<file path="config.mk">
export PLATFORM = sky130hd
export DESIGN_NAME = mux2_rr_arbiter
export DESIGN_NICKNAME = d
export VERILOG_FILES = /design/src/rtl/mux2_rr_arbiter.sv
export SDC_FILE = /design/constraint.sdc
export NUM_CORES = 1
export LEC_CHECK = 0
export CAP_MARGIN = 20
export CORE_AREA = 2 2 43 45
export CTS_BUF_LIST = sky130_fd_sc_hd__clkbuf_8
export DETAILED_ROUTE_END_ITERATION = 10
export DIE_AREA = 0 0 45 47
export PLACE_DENSITY = 0.85
export SLEW_MARGIN = 20
export SYNTH_ARGS = -nofsm -noshare
export SYNTH_HDL_FRONTEND = slang
export SYNTH_SLANG_ARGS = --single-unit
</file>
<file path="constraint.sdc">
create_clock -name clk -period 4 [get_ports clk]
set_input_delay 0.6 -clock clk [delete_from_list [all_inputs] [get_ports clk]]
set_output_delay 0.6 -clock clk [all_outputs]
set_load 0.02 [all_outputs]
</file>
<file path="src/rtl/mux2_rr_arbiter.sv">
// ============================================================================
// Module   : mux2_rr_arbiter
// Brief    : Round-robin arbiter and sequencer for a shared 2:1 mux. Grants
//            one of two requesters, owns the mux select, and hands the
//            selected word to one consumer over a valid/ready handshake.
//            Optional stall-limit grant revocation: MUX2_ARB_TIMEOUT_EN.
// Revision : 1.0 - initial release
// ============================================================================
`default_nettype none

module mux2_rr_arbiter #(
  parameter int WIDTH   = 2,
  parameter int TIMEOUT = 15
) (
  input  logic             clk,
  input  logic             reset,
  input  logic             req_a,
  input  logic [WIDTH-1:0] data_a,
  input  logic             req_b,
  input  logic [WIDTH-1:0] data_b,
  output logic             gnt_a,
  output logic             gnt_b,
  output logic             sel,
  output logic             out_valid,
  output logic [WIDTH-1:0] out_data,
  input  logic             out_ready,
  output logic [7:0]       xfer_cnt,
  output logic             timeout
);

  typedef enum logic [1:0] {
    IDLE  = 2'd0,
    GNT_A = 2'd1,
    GNT_B = 2'd2
  } state_t;

  // last_q encoding: 0 = A served most recently, 1 = B served most recently
  state_t     state_q, state_d;
  logic       last_q, last_d;
  logic       sel_q, sel_d;
  logic [7:0] xfer_cnt_q, xfer_cnt_d;

  logic       own_req;
  logic       owner;
  logic       xfer;

  // Pick the next owner from the live requests; a tie goes to the side
  // that was not served last.
  function automatic state_t arbitrate(input logic ra, input logic rb,
                                       input logic lst);
    if (ra && rb)  return lst ? GNT_A : GNT_B;
    else if (ra)   return GNT_A;
    else if (rb)   return GNT_B;
    else           return IDLE;
  endfunction

  assign gnt_a     = (state_q == GNT_A);
  assign gnt_b     = (state_q == GNT_B);
  assign sel       = sel_q;
  assign out_valid = (gnt_a & req_a) | (gnt_b & req_b);
  assign out_data  = sel_q ? data_b : data_a;
  assign xfer_cnt  = xfer_cnt_q;
  assign xfer      = out_valid & out_ready;
  assign owner     = gnt_b;
  assign own_req   = gnt_b ? req_b : req_a;

`ifdef MUX2_ARB_TIMEOUT_EN
  localparam logic [7:0] TIMEOUT_LIM = TIMEOUT[7:0];

  logic [7:0] stall_q, stall_d;
  logic       timeout_q, timeout_d;

  assign timeout = timeout_q;
`else
  logic unused_timeout_cfg;

  assign unused_timeout_cfg = (TIMEOUT > 0);
  assign timeout            = 1'b0;
`endif

  // Next-state, pointer, counter and select computation
  always_comb begin
    state_d    = state_q;
    last_d     = last_q;
    xfer_cnt_d = xfer_cnt_q;
`ifdef MUX2_ARB_TIMEOUT_EN
    stall_d    = 8'd0;
    timeout_d  = 1'b0;
`endif
    case (state_q)
      IDLE: begin
        state_d = arbitrate(req_a, req_b, last_q);
      end
      GNT_A, GNT_B: begin
        if (xfer) begin
          xfer_cnt_d = xfer_cnt_q + 8'd1;
          last_d     = owner;
          state_d    = arbitrate(req_a, req_b, owner);
        end else if (!own_req) begin
          // requester withdrew before handing its word over
          state_d = IDLE;
`ifdef MUX2_ARB_TIMEOUT_EN
        end else if ((stall_q + 8'd1) == TIMEOUT_LIM) begin
          // stalled consumer: revoke and let the other side go first
          state_d   = IDLE;
          last_d    = owner;
          timeout_d = 1'b1;
        end else begin
          stall_d = stall_q + 8'd1;
`endif
        end
      end
      default: begin
        state_d = IDLE;
      end
    endcase

    // select follows the owner; it is left alone while idle
    if (state_d == GNT_B)      sel_d = 1'b1;
    else if (state_d == GNT_A) sel_d = 1'b0;
    else                       sel_d = sel_q;
  end

  // State registers with asynchronous reset
  always_ff @(posedge clk or posedge reset) begin
    if (reset) begin
      state_q    <= IDLE;
      last_q     <= 1'b1;
      sel_q      <= 1'b0;
      xfer_cnt_q <= 8'd0;
    end else begin
      state_q    <= state_d;
      last_q     <= last_d;
      sel_q      <= sel_d;
      xfer_cnt_q <= xfer_cnt_d;
    end
  end

`ifdef MUX2_ARB_TIMEOUT_EN
  // Stall counter and timeout pulse registers
  always_ff @(posedge clk or posedge reset) begin
    if (reset) begin
      stall_q   <= 8'd0;
      timeout_q <= 1'b0;
    end else begin
      stall_q   <= stall_d;
      timeout_q <= timeout_d;
    end
  end
`endif

endmodule

`default_nettype wire

</file>
---- After elaboration in Yosys (flattened, before gate mapping) ----
Cells that the tools add are included.
word-level totals
  output and inout port bits .............. 15
  logic and storage cells ................. 31
  input bits .............................. 9
  register bits ........................... 12
operators by class
  $add $sub $neg .......................... 1
  mux-type cells .......................... 13
  equality and inequality tests ........... 4
  reductions and logical operators ........ 5
  bitwise operators ....................... 4
operators by type and width
  cell                   number
  $mux W2                9
  $add A8 B1 Y8 const B  1
  $eq A2 B1 Y1 const B   2
  $eq A2 B2 Y1 const B   2
  $pmux W2 S2            1
  $and A1 B1 Y1          3
  $mux W1                3
  $logic_not A2 Y1       1
  $reduce_and A2 Y1      1
  $reduce_bool A2 Y1     1
  $reduce_or A2 Y1       1
  $logic_and A1 B1 Y1    1
  $or A1 B1 Y1           1

---- Longest topological paths before layout ----
  depth after elaboration ................. 9
  depth in mapped cells ................... 8
  depth with buffers taken out ............ 8

---- Worst setup path after synthesis ----
Ideal clock, no wire load.
  kind .................................... register to register
  start point ............................. register state_q[0]
  end point ............................... register sel_q (netlist: sel)
  path buffers ............................ 0
  data arrival time ....................... 2.011 ns
  stages on the path, launching flop included .. 9
  setup time .............................. 0.125 ns
  period minus slack after synthesis ...... 2.136 ns
  data required time ...................... 3.875 ns
  setup slack ............................. 1.864 ns
  path through ............................ dfrtp_1 > inv_1 > ha_1 > nand2b_1 > a21boi_2 > o221ai_1 > a21o_1 > ha_1 > mux2_2
between the ends
  cells in the longest elaborated chain, start to end .. 8
  elaborated cells on any way between the ends .. 18
  those cells by class .................... eq/ne (4); mux (7); bitwise (4); reduce/logical (3)
ends and longest elaborated chain
  what                                           line      RTL
  from (decl)                                    38        state_t state_q, state_d;
  from (signal assigned)                         132       state_q <= state_d;
  $eq A2 B2 Y1 (*)                               58        assign gnt_b = (state_q == GNT_B);
  via gnt_b                                      22        output logic gnt_b,
  $and A1 B1 Y1                                  60        assign out_valid = (gnt_a & req_a) | (gnt_b & req_b);
  $or A1 B1 Y1                                   60
  $and A1 B1 Y1                                  63        assign xfer = out_valid & out_ready;
  $mux W2                                        95        if (xfer) begin
  $pmux W2 S2 (*)                                90        case (state_q)
  $eq A2 B2 Y1 or $eq A2 B1 Y1 (tied branches)   119, 120
  $mux W1 or $reduce_bool A2 Y1 (tied branches)  -
  to (signal assigned)                           134       sel_q <= sel_d;
  to (decl)                                      40        logic sel_q, sel_d;
The timed path passes the listed nets; every way through them passes the cells marked *.
A chain may end at the register's enable or synchronous reset.

---- Worst setup path in the final report ----
  start point ............................. input port req_a
  end point ............................... output port out_valid
between the ends
  cells in the longest elaborated chain, start to end .. 2
ends and longest elaborated chain
  what           line  RTL
  from (decl)    17    input logic req_a,
  $and A1 B1 Y1  60
  $or A1 B1 Y1   60
  to (decl)      24    output logic out_valid,
No other way between the ends.

==> results.tsv <==
metric	value	unit
fmax	0.3875	GHz
via_per_inst	5.360	
r2r_setup_slack	1.81	ns
die_h	47	um
grt_pass1_wl	2449	um
overflow	0	
synth-seq-area-share	0.4037	
whs_path_depth	1	
skew	0.002183	ns
n_fill_cell	147	
post-dp-hpwl	1129	um
drive_gt1_frac	0.1277	
io_buffer_count	22	
yosys_warnings	0	
fin_nets	110	
die_w	45	um
drt-initial-drc-count	15	
hold_violations	0	
grt_setup_unrepaired	false	
grt_max_degree	13	
worstHoldStart	xfer_cnt[7]	
arrival	1.98	ns
vias	595	
syn-num-nets	85	
worstSetupPathType	in -> out	
syn_area	747.0	sq um
h-tree-depth	1	
ctsHoldBuffers	0	
diodes	0	
drt_pass1_iterations	4	
most-common-layout-cells	clkdlybuf4s50_1, dfrtp_1, nand2_1, xnor2_1, ha_1	
period_minus_slack	2.581	ns
status	finished, final reports clean	
cts_setup_buffers	0	
start_kind	primary input	
cts.sinks	12	
finalWeightedCongestion	0.8254	
reg2reg_depth	8	
p_leak	0.4421	nW
end_kind	output port	
avgSynthCellArea	10.67	sq um
area_delta_synth_final	35.34	%
pin_count	24	
syn_inst	70	
setup_viol	0	
synth_edf_count	0	
cellPowerDensity	600.6	mW/mm^2
fin_hold_ws	0.4680	ns
wirelength	1489	um
ys_types	28	
clockBufferDepth	2	
cts_buffers	3	
slowest_stage	clkdlybuf4s50_1	
critPathMaxFanout	8	
ir_drop	362.9	uV
cts_resized	0	
setup_tns	0	ns
ant_nets	0	
cap_violations	0	
ys.flop_type	dfrtp_1	
drc	0	
grt_pass1_vias	562	
slowest_delay	0.60	ns
final_common_cell	clkdlybuf4s50_1	
yosys_register_bits	12	
floorplan.rows	15	
crit_path_cell_trace	clkdlybuf4s50_1 > a22o_1 > clkdlybuf4s50_1	
final_cells	111	
totalPowerFinal	607.2	uW
min_period_over_period	0.6452	
reg2reg_to	sel	
drv_slew	0	
clk_latency	0.24	ns
worstSetupEndpoint	out_valid	
root_buffer	clkbuf_8	
path_common_cell	clkdlybuf4s50_1	
hold_path.class	reg -> reg	
initial_core_util	0.4523	
wl_per_cell	13.41	um
dp_cells	107	
core	0.001652	sq mm
die-area	0.002115	sq mm
timing.rr.start	state_q[0]	
track_usage	0.1657	
async_flop_share	1.000	
tritoncts	yes	
crit_start	req_a	
antenna_found_initial	0	
worstPathRequired	3.40	ns
path_clk_slew	0.05	ns
[synthesized netlist by cell type, types with 2 or more instances]
master   number  area, sq um
ha_1          6        75.07
mux2_4        2        30.03
nor2_1        4        15.01
dfrtp_1      11        275.3
mux2_2        4        45.04
a21oi_1       2        10.01
and3_1        2        12.51
nand3_1       2        10.01
nand2_1       6        22.52
xnor2_1       6        52.55
nand4_1       5        31.28
inv_1         4        15.01
[how the worst min path moves through the flow]
stage / slack [ns] / end
finish: 0.47 / xfer_cnt[7]
global route: 0.52 / xfer_cnt[7]
CTS: 0.47 / xfer_cnt[7]
detailed placement: 0.46 / xfer_cnt[7]
global placement: 0.46 / xfer_cnt[7]
floorplan: 0.46 / sel
[stage by stage]
step / instance area [sq um] / setup WS, ns / util
6_report: 1011 / 1.419 / 0.6121
4_1_cts: 1011 / 1.427 / 0.6121
2_1_floorplan: 747.0 / 1.864 / -
3_3_place_gp: 965.9 / 1.448 / 0.5848
5_1_grt: 1011 / 1.359 / 0.6121
3_5_place_dp: 965.9 / 1.424 / 0.5848
[layout make-up]
class,count,area (sq um),area share
Timing Repair Buffer,22,220.2,0.2178
Inverter,4,15.01,0.01485
Sequential cell,12,301.5,0.2983
Multi-Input combinational cell,52,407.9,0.4035
Clock inverter,1,3.754,0.003713
Clock buffer,3,41.29,0.04084
Tap cell,17,21.27,0.02104
[cell families (layout without fill, tap and decap cells)]
family | count (synthesis) | count (layout) | synth area share
AO/OA/AOI/OAI | 9 | 9 | 0.08711
XOR/XNOR | 7 | 7 | 0.08208
adder cells (fa/ha/maj) | 6 | 6 | 0.1005
buffers and inverters | 6 | 30 | 0.05024
flip-flops | 12 | 12 | 0.4037
multiplexers | 7 | 7 | 0.1156
other | 1 | 1 | 0.005020
AND/OR/NAND/NOR | 22 | 22 | 0.1558
[report_power, final]
part,switching [mW],internal [mW]
Sequential,0.0389,0.154
Clock,0.0460,0.0677
Combinational,0.144,0.156
Total,0.229,0.378
[worst max-delay path: cells and delay by family]
family / cells / cell delay (ns)
buffers and inverters: 2 / 1.20
AOI/OAI and AO/OA: 1 / 0.18
[layer usage]
metal / share of wire / global-route usage / up-vias
met5: 0 / 0 / -
met2: 0.49 / 0.2829 / 21
met4: 0.021 / 0.07059 / 0
li1: - / - / 291
met1: 0.44 / 0.2038 / 279
met3: 0.046 / 0.03462 / 4
[sequential cells by signal (all words and copies together) (netlist names)]
name and cells:
xfer_cnt 8, state_q 2, sel 1, last_q 1
(Power assumes the default switching activity.)
==> RTL edit (config.mk and constraints unchanged) <==
Encoding of `state_t`: now one-hot (3 bits for 3 states).
--- a/src/rtl/mux2_rr_arbiter.sv
+++ b/src/rtl/mux2_rr_arbiter.sv
@@ -29,8 +29,8 @@
 );
 
-  typedef enum logic [1:0] {
-    IDLE  = 2'd0,
-    GNT_A = 2'd1,
-    GNT_B = 2'd2
+  typedef enum logic [2:0] {
+    IDLE  = 3'b001,
+    GNT_A = 3'b010,
+    GNT_B = 3'b100
   } state_t;
 
Formal check against the unedited RTL: same outputs for any inputs over 10 cycles, from zero or initial values and one cycle with reset high; not proved beyond that.
==> RTL edit against the original RTL <==
Total power fell by 2.3%. Routed wire length rose by 11%. Setup slack got worse by 0.28 ns. Fmax fell by 9.9%. Synthesized cell count rose by 2.9%. Register-to-register slack improved by 0.46 ns. Final area rose by 2.8%. Critical path type unchanged. Synthesized area rose by 3.2%. Sequential cell count rose by 1. Critical path depth rose by 2. Global-route usage rose by 1.3 points.
==> RTL edit: results (changes against the original RTL) <==
Via density 5.50 (was 5.36); Setup crit end out_valid (unchanged); fillers 128 (was 147); outcome finished, final reports clean (unchanged); register area share after synthesis 42.5% (was 40.4%); Pleak 0.496 nW (was 0.442 nW); WL final 1650 um (was 1490 um); Setup Skew 0.00233 ns (was 0.00218 ns); R2R depth 5 (was 8); Worst Setup SP req_b (was req_a); reg2reg start state_q[0] (unchanged); number of buffers added on ports 22 (unchanged); n_diodes 0 (unchanged); GRT Overall Usage 17.8% (was 16.6%); largest net degree at the start of global routing 14 (was 13); initial antenna violation count 0 (unchanged); Num CTS Buffers 3 (unchanged); reg2reg end xfer_cnt[1] (was sel); CTS max path bufs 2 (unchanged); Final HPWL DP 1290 um (was 1130 um); worst min-delay path class reg -> reg (unchanged); pre-CTS WS 1.14 ns (was 1.42 ns); Post-DP Area 993 sq um (was 966 sq um); Net count, final 107 (was 110); highest clock rate 349 MHz (was 387 MHz); post-CTS setup buffers 0 (unchanged); CTS clock-pin slew for the worst setup and hold paths 0.06 ns; ys flop type dfrtp_1 (unchanged); top post-synthesis cells by count dfrtp_1 (11), nand2_1 (10), xor2_1 (6) (was dfrtp_1 (11), ha_1 (6), nand2_1 (6), xnor2_1 (6), nand4_1 (5)); Clock Latency Late Sink 0.25 ns; max reg flops 8 (unchanged); Post-CTS Resized 0 (unchanged); largest cells by area after synthesis dfrtp_1 (36%), dfstp_2 (6.8%), xor2_1 (6.8%), nand2_1 (4.9%), mux2_4 (3.9%) (was dfrtp_1 (37%), ha_1 (10%), xnor2_1 (7.0%), mux2_2 (6.0%), nand4_1 (4.2%)); syn_nets 82 (was 85); yosys warns 0 (unchanged); VDD IR-drop max 0.297 mV (was 0.363 mV); share of cells above drive strength 1 18.8% (was 12.8%); Root Buffer clkbuf_8 (unchanged); crit path max fanout 7 (was 8); R2R Setup Slk 2.27 ns (was 1.81 ns); FFs w/ async S/R, synth 100% (unchanged); htree depth 1 (unchanged); Slowest-stage cell, CP clkdlybuf4s50_1 (unchanged); combinational power share 41.0% (was 49.4%); first-pass GRT wire length 2550 um (was 2450 um); Final Wtd Congestion 0.804 (was 0.825); DRT Pass-1 Iters 2 (was 4); CP Data Arrival Time 2.27 ns (was 1.98 ns); Top delay family on crit path buffers and inverters (unchanged); Crit path largest cell delay 0.55 ns (was 0.60 ns); Cell Int Power 0.372 mW (was 0.378 mW); vias in the first global route 546 (was 562); initial DRC count 19 (was 15); Unique masters post-synth 34 (was 28)
## RTL edit: cell count changes after synthesis, sizes merged, moves of 3 or more
cell	before	now
ha	6	1
nand2	6	11
xnor2	6	1
xor2	1	6
nand4	5	1
nor3	0	4
and2b	0	3
and3	3	0
mux2	7	4
## RTL edit: metal layers
| layer | share of wire (%) | vias up | wire length, um | GRT usage [%] |
|---|---|---|---|---|
| li1 | - | 295 | - | - |
| met1 | 40 | 286 | 665 | 20.8 |
| met2 | 48 | 31 | 793 | 27.7 |
| met3 | 6.2 | 9 | 102 | 3.85 |
| met4 | 5.6 | 0 | 92 | 15.9 |
| met5 | 0 | - | 0 | 0 |
## RTL edit: final cells by class
type,count,share of cell area [%]
inverters,5,1.81
flip-flops and latches,13,31.5
well taps,17,2.05
multi-input cells,52,39.0
clock buffers,3,3.97
clock inverters,1,0.481
repair buffers,22,21.2
## RTL edit: power by group through the flow
stage | registers, mW | clock network [mW] | logic [mW]
floorplan | 0.236 | 0 | 0.147
global placement | 0.230 | 0 | 0.236
detailed placement | 0.232 | 0 | 0.242
CTS | 0.230 | 0.122 | 0.245
global route | 0.237 | 0.129 | 0.263
finish | 0.232 | 0.118 | 0.243
## RTL edit: worst min-delay path by stage
stage / from / end / slack (ns) / cells past startpoint
4_1_cts: xfer_cnt[7] / xfer_cnt[7] / 0.47 / 1
2_1_floorplan: reset / sel / 0.48 / 1
3_3_place_gp: xfer_cnt[7] / xfer_cnt[7] / 0.46 / 1
6_report: xfer_cnt[7] / xfer_cnt[7] / 0.47 / 1
5_1_grt: xfer_cnt[7] / xfer_cnt[7] / 0.48 / 1
3_5_place_dp: xfer_cnt[7] / xfer_cnt[7] / 0.46 / 1
## RTL edit: logic make-up after synthesis
| family | Yosys count | share of synthesized area (%) |
|---|---|---|
| AO/OA/AOI/OAI | 10 | 10.7 |
| multiplexers | 4 | 6.82 |
| other | 1 | 0.487 |
| buffers and inverters | 7 | 4.87 |
| adder cells (fa/ha/maj) | 1 | 1.62 |
| XOR/XNOR | 7 | 7.95 |
| flip-flops | 13 | 42.5 |
| AND/OR/NAND/NOR | 29 | 25.0 |
## RTL edit: metrics by stage
step                      utilization [%]  hold WS (ns)  instances
final                                63.0         0.468        113
after detailed placement             60.2         0.458        109
after floorplan                         -         0.476         72
after global routing                 63.0         0.479        113
after global placement               60.2         0.456        109
after CTS                            63.0         0.470        113
